===== src/rtl/reg_mem_2r1w_if.sv =====
// Bus bundle for the 2-read/1-write register file.
// Master drives write/read/clear requests; slave returns read data and busy.
interface reg_mem_2r1w_if #(
  parameter int DATA_WIDTH = 16,
  parameter int ADDR_BITS  = 5,
  parameter int LANE_W     = 8
);
  localparam int NUM_LANES = DATA_WIDTH / LANE_W;

  logic                  wen;
  logic [ADDR_BITS-1:0]  waddr;
  logic [DATA_WIDTH-1:0] wdata;
  logic [NUM_LANES-1:0]  wbe;
  logic [ADDR_BITS-1:0]  raddr_a;
  logic [DATA_WIDTH-1:0] rdata_a;
  logic [ADDR_BITS-1:0]  raddr_b;
  logic [DATA_WIDTH-1:0] rdata_b;
  logic                  clr_req;
  logic                  busy;

  modport master (
    output wen, waddr, wdata, wbe,
    output raddr_a, raddr_b, clr_req,
    input  rdata_a, rdata_b, busy
  );

  modport slave (
    input  wen, waddr, wdata, wbe,
    input  raddr_a, raddr_b, clr_req,
    output rdata_a, rdata_b, busy
  );
endinterface


===== src/rtl/reg_mem_2r1w.sv =====
// 2-read/1-write register file with lane enables, write-first bypass
// and a hardware clear sequencer that zeroes every entry.
module reg_mem_2r1w #(
  parameter int DATA_WIDTH = 16,
  parameter int ADDR_BITS  = 5,
  parameter int LANE_W     = 8
) (
  input logic           clk,
  input logic           rst,
  reg_mem_2r1w_if.slave bus
);
  localparam int NUM_LANES = DATA_WIDTH / LANE_W;
  localparam int DEPTH     = 2 ** ADDR_BITS;
  localparam logic [ADDR_BITS-1:0] LAST = '1;

  typedef enum logic {
    S_IDLE,
    S_CLEAR
  } state_e;

  state_e                state_q, state_d;
  logic [ADDR_BITS-1:0]  clr_ptr_q, clr_ptr_d;
  logic [DATA_WIDTH-1:0] mem_q [DEPTH];
  logic [DATA_WIDTH-1:0] wr_word;
  logic [DATA_WIDTH-1:0] rdata_a_q, rdata_a_d;
  logic [DATA_WIDTH-1:0] rdata_b_q, rdata_b_d;
  logic                  clearing;

  assign clearing = (state_q == S_CLEAR);

  // Merge enabled write lanes over the currently stored word
  always_comb begin
    wr_word = mem_q[bus.waddr];
    for (int k = 0; k < NUM_LANES; k++) begin
      if (bus.wbe[k]) begin
        wr_word[k*LANE_W +: LANE_W] = bus.wdata[k*LANE_W +: LANE_W];
      end
    end
  end

  // Clear sequencer next state: sweep every entry once, then idle
  always_comb begin
    state_d   = state_q;
    clr_ptr_d = clr_ptr_q;
    unique case (state_q)
      S_IDLE: begin
        if (bus.clr_req) state_d = S_CLEAR;
      end
      S_CLEAR: begin
        if (clr_ptr_q == LAST) begin
          state_d   = S_IDLE;
          clr_ptr_d = '0;
        end else begin
          clr_ptr_d = clr_ptr_q + 1'b1;
        end
      end
    endcase
  end

  // Sequencer state and sweep pointer
  always_ff @(posedge clk or posedge rst) begin
    if (rst) begin
      state_q   <= S_IDLE;
      clr_ptr_q <= '0;
    end else begin
      state_q   <= state_d;
      clr_ptr_q <= clr_ptr_d;
    end
  end

  // Storage: clearing owns the array, otherwise the write port does
  always_ff @(posedge clk or posedge rst) begin
    if (rst) begin
      for (int i = 0; i < DEPTH; i++) begin
        mem_q[i] <= '0;
      end
    end else if (clearing) begin
      mem_q[clr_ptr_q] <= '0;
    end else if (bus.wen) begin
      mem_q[bus.waddr] <= wr_word;
    end
  end

  // Read data next value with write-first forwarding
  always_comb begin
    rdata_a_d = mem_q[bus.raddr_a];
    rdata_b_d = mem_q[bus.raddr_b];
    if (bus.wen && (bus.waddr == bus.raddr_a)) rdata_a_d = wr_word;
    if (bus.wen && (bus.waddr == bus.raddr_b)) rdata_b_d = wr_word;
    if (clearing) begin
      rdata_a_d = '0;
      rdata_b_d = '0;
    end
  end

  // Registered read ports
  always_ff @(posedge clk or posedge rst) begin
    if (rst) begin
      rdata_a_q <= '0;
      rdata_b_q <= '0;
    end else begin
      rdata_a_q <= rdata_a_d;
      rdata_b_q <= rdata_b_d;
    end
  end

  // The read registered on the clr_req edge is masked so data stays 0 while busy
  assign bus.rdata_a = clearing ? '0 : rdata_a_q;
  assign bus.rdata_b = clearing ? '0 : rdata_b_q;
  assign bus.busy    = clearing;
endmodule


===== src/flat_wrapper.sv =====
// flat-port wrapper written by rule: the top's interface ports become plain ports
module reg_mem_2r1w_flat 
#(
  parameter int DATA_WIDTH = 16,
  parameter int ADDR_BITS  = 5,
  parameter int LANE_W     = 8
)
  (clk, rst, bus_wen, bus_waddr, bus_wdata, bus_wbe, bus_raddr_a, bus_raddr_b, bus_clr_req, bus_rdata_a, bus_rdata_b, bus_busy);
  reg_mem_2r1w_if #(.DATA_WIDTH(DATA_WIDTH), .ADDR_BITS(ADDR_BITS), .LANE_W(LANE_W)) bus_i ();
  input logic clk;
  input logic rst;
  input wire logic [$bits(bus_i.wen)-1:0] bus_wen;
  input wire logic [$bits(bus_i.waddr)-1:0] bus_waddr;
  input wire logic [$bits(bus_i.wdata)-1:0] bus_wdata;
  input wire logic [$bits(bus_i.wbe)-1:0] bus_wbe;
  input wire logic [$bits(bus_i.raddr_a)-1:0] bus_raddr_a;
  input wire logic [$bits(bus_i.raddr_b)-1:0] bus_raddr_b;
  input wire logic [$bits(bus_i.clr_req)-1:0] bus_clr_req;
  output wire logic [$bits(bus_i.rdata_a)-1:0] bus_rdata_a;
  output wire logic [$bits(bus_i.rdata_b)-1:0] bus_rdata_b;
  output wire logic [$bits(bus_i.busy)-1:0] bus_busy;
  assign bus_i.wen = bus_wen;
  assign bus_i.waddr = bus_waddr;
  assign bus_i.wdata = bus_wdata;
  assign bus_i.wbe = bus_wbe;
  assign bus_i.raddr_a = bus_raddr_a;
  assign bus_i.raddr_b = bus_raddr_b;
  assign bus_i.clr_req = bus_clr_req;
  assign bus_rdata_a = bus_i.rdata_a;
  assign bus_rdata_b = bus_i.rdata_b;
  assign bus_busy = bus_i.busy;
  reg_mem_2r1w #(.DATA_WIDTH(DATA_WIDTH), .ADDR_BITS(ADDR_BITS), .LANE_W(LANE_W)) u_core (.clk(clk), .rst(rst), .bus(bus_i));
endmodule

===== config.mk =====
export PLATFORM = sky130hd
export DESIGN_NAME = reg_mem_2r1w_flat
export DESIGN_NICKNAME = d
export VERILOG_FILES = /design/src/rtl/reg_mem_2r1w_if.sv /design/src/rtl/reg_mem_2r1w.sv /design/src/flat_wrapper.sv
export SDC_FILE = /design/constraint.sdc
export NUM_CORES = 2
export LEC_CHECK = 0
export BUFFER_PORTS_ARGS = -buffer_cell sky130_fd_sc_hd__clkbuf_2
export CAP_MARGIN = 20
export CORE_MARGIN = 10
export CORE_UTILIZATION = 50
export CTS_CLUSTER_SIZE = 20
export DETAILED_ROUTE_END_ITERATION = 8
export HOLD_SLACK_MARGIN = 0.15
export PLACE_DENSITY = 0.68
export SETUP_SLACK_MARGIN = 0.5
export SKIP_CTS_REPAIR_TIMING = 1
export SYNTH_ARGS = -nofsm -noshare
export SYNTH_HDL_FRONTEND = slang
export SYNTH_SLANG_ARGS = --single-unit

===== constraint.sdc =====
create_clock -name clk -period 43.9 [get_ports clk]
set_input_delay 4.39 -clock clk [delete_from_list [all_inputs] [get_ports clk]]
set_output_delay 4.39 -clock clk [all_outputs]
set_load 0.01 [all_outputs]

==> results by group <==
Outcome
  • Outcome: finished clean

Detailed routing
  • Detailed router's first-iteration violation count: 4,772
  • Wire length after detailed routing: 133,000 microns
  • Antenna-violating nets left: 0
  • Average via count per standard cell: 8.11
  • Number of DRC violations after detailed routing: 0
  • Number of iterations in the first detailed-routing pass: 6
  • Average routed wire per standard cell: 40.3 microns
  • Total number of vias: 26,659

Layout
  • Filler cells: 5,350
  • Number of nets in the finished design: 2,410
  • Share of layout cells above drive strength 1: 0.297
  • Final standard cell count with taps included and fillers excluded: 3,286
  • Area overhead of the layout relative to synthesis: 8.69%

Clock network
  • Clock-pin slew on the worst setup and hold paths: 0.07 ns
  • CTS root buffer: clkbuf_16
  • Longest Clk Path Bufs: 3
  • Total number of H-tree levels: 2
  • Clock tree from TritonCTS: built
  • Number of clock sinks seen by CTS: 550
  • Clock buffers created by TritonCTS: 61
  • Clock latency on the worst-skew pair: 0.66 ns

Job
  • Number of max-cap violations: 0

Worst setup path
  • Crit Path Class: input pin to register
  • Critical path launch point type: input pin
  • Arrival time at the worst endpoint: 8.88 ns
  • Highest fanout seen on the critical path: 73
  • Critical path endpoint category: register
  • Crit path required time: 44.43 ns
  • Register-to-register path setup slack: 40.84 ns

Logic synthesis
  • Top cell type by total area after synthesis: dfrtp_1
  • Top area cells in the synthesized netlist: dfrtp_1, mux4_2, a22o_1, mux2i_1, a22oi_1
  • Mapped Area: 33,500 sq um
  • EDFF count, synth: 0
  • Number of distinct library cells after synthesis: 74
  • Mean instance size in the synthesized netlist: 14.0 sq um
  • Sequential cell area fraction in the yosys report: 0.411
  • Most common cell in the netlist: dfrtp_1
  • Synth Instances: 2,402
  • Commonest register cell after synthesis: dfrtp_1
  • Count of warnings emitted by yosys: 0
  • Ys async rst share: 1.00
  • Top cell types by occurrence after synthesis: dfrtp_1, a22o_1, mux4_2
  • Register bit total from synthesis: 550
  • Proportion of netlist area held by the largest area contributor: 0.411
  • Post-synthesis net count: 2,444

Power and ir drop
  • Power per Cell Area: 36.6 nW/um^2
  • Worst IR drop on VDD: 0.0337 mV
  • Leakage: 15.6 nW

Placed design
  • Total half-perimeter wirelength after legalization and detailed placement: 81,000 microns
  • # placed instances: 3,161
  • Port Buf Inserts: 69
  • Gp weighted congestion: 1.00

Global routing
  • Antenna violations before repair: 7
  • Number of global-route vias before repair: 26,255
  • Tot GR Track Use: 0.335
  • Pin count of the biggest net entering global routing: 185
  • First-pass GRT wire length: 191,000 microns
  • GRT Residual Overflow: 0

STA
  • Transition at the pin with the smallest max-transition slack: 1.26 ns
  • Peak clock frequency supported by timing: 120 MHz
  • RSZ-0062 raised after global routing: no
  • Crit share post-route: 0.190
  • Final setup vio count: 0
  • Summed negative setup slack over all endpoints: 0 ns
  • Max-slew violation total from the final report: 0
  • Clock period minus worst slack: 8.35 ns
  • Final clock skew: 0.0196 ns
  • Hold Violations, Final: 0
  • Worst slew margin relative to its limit: 0.159

Die
  • Die W: 279 microns
  • Starting utilization of the core area: 0.507
  • Count of pins on the block boundary: 70
  • Area enclosed by the die boundary: 77,800 sq um
  • Std-Cell Rows: 94
  • Die Y: 279 microns
  • Std-Cell Core Area: 66,100 sq um

Hold path
  • Hold/Removal Path Class: register to register
metal layers:
metal	global-route usage	vias to the layer above	part of all wire
li1	-	9838	-
met1	0.414	13584	0.34
met2	0.464	2583	0.41
met3	0.166	650	0.17
met4	0.210	4	0.076
met5	0.000625	-	0.00017
metrics by stage:
stage	area [sq um]	hold WS, ns	total power [W]	util	worst slack (ns)
2_1_floorplan	33500	0.490	0.000715	-	24.13
3_3_place_gp	34200	0.508	0.000797	0.518	35.15
3_5_place_dp	34300	0.517	0.000803	0.518	35.03
4_1_cts	36300	0.537	0.00132	0.549	35.69
5_1_grt	36400	0.558	0.00136	0.551	35.46
6_report	36400	0.541	0.00133	0.551	35.55
worst max-delay path, cell delays in order:
cell	delay (ns)
buf_8	0.60
buf_4	0.84
buf_4	0.77
nand3_2	0.39
nor2_4	0.92
a31oi_4	0.41
a22o_1	0.43
final timing paths:
kind	from	cells after the start	to
worst max-delay path	bus_waddr[0]	7	u_core.mem_q[303]
worst min-delay path	u_core.mem_q[449]	1	u_core.mem_q[449]
worst max register to register	u_core.bus.busy	5	u_core.mem_q[303]
worst min register to register	u_core.mem_q[449]	1	u_core.mem_q[449]
max in group asynchronous	rst	3	u_core.mem_q[195]
min in group asynchronous	rst	2	u_core.rdata_b_q[13]
registers in the layout (all words and copies together), names as in the netlist:
register and flops:
u_core.clr_ptr_q 5, u_core.rdata_a_q 16, u_core.bus.busy 1, u_core.rdata_b_q 16, u_core.mem_q 512
layout make-up:
| cell class | count | area, sq um | share of cell area |
|---|---|---|---|
| multi-input combinational | 1562 | 18200 | 0.499 |
| sequential | 550 | 13800 | 0.378 |
| clock buffer | 93 | 1800 | 0.0493 |
| timing repair buffer | 175 | 1320 | 0.0362 |
| tap | 864 | 1080 | 0.0297 |
| clock inverter | 20 | 210 | 0.00577 |
| inverter | 18 | 75.1 | 0.00206 |
| antenna | 4 | 10.0 | 0.000275 |
report_power, final:
| group | internal (W) | switching, W | leakage (nW) | total, W |
|---|---|---|---|---|
| registers | 0.000529 | 0.0000311 | 7.63 | 0.000560 |
| logic | 0.0000836 | 0.000165 | 7.00 | 0.000248 |
| clock network | 0.000303 | 0.000222 | 0.996 | 0.000525 |
cell usage in the layout, fill, tap and decap left out, drive strengths merged, types with 4 or more instances in the layout:
master | Yosys | routed
bufinv | 0 | 4
ha | 5 | 5
o21ai | 19 | 19
and2 | 17 | 17
o32ai | 6 | 6
nor4 | 11 | 11
nand2b | 9 | 9
a22oi | 77 | 77
a32oi | 9 | 9
xor2 | 10 | 10
nand2 | 42 | 42
o22ai | 22 | 22
mux2i | 167 | 167
a32o | 13 | 13
inv | 18 | 20
dfrtp | 550 | 550
clkinv | 0 | 13
nor3 | 12 | 12
a221o | 4 | 4
a31oi | 17 | 17
mux4 | 365 | 365
mux2 | 5 | 5
nand4 | 8 | 8
nand3 | 29 | 29
diode | 0 | 4
a21oi | 51 | 51
and3 | 13 | 13
buf | 164 | 113
nor2 | 61 | 61
clkbuf | 108 | 155
nor2b | 56 | 56
a22o | 501 | 501
kinds of logic after synthesis:
logic type | count (synthesis) | share of synthesized area
AO/OA/AOI/OAI | 738 | 0.187
XOR/XNOR | 10 | 0.00261
adder cells (fa/ha/maj) | 5 | 0.00187
buffers and inverters | 290 | 0.0529
flip-flops | 550 | 0.411
multiplexers | 537 | 0.297
AND/OR/NAND/NOR | 272 | 0.0479
No activity file was read; power rests on OpenSTA's default activity.
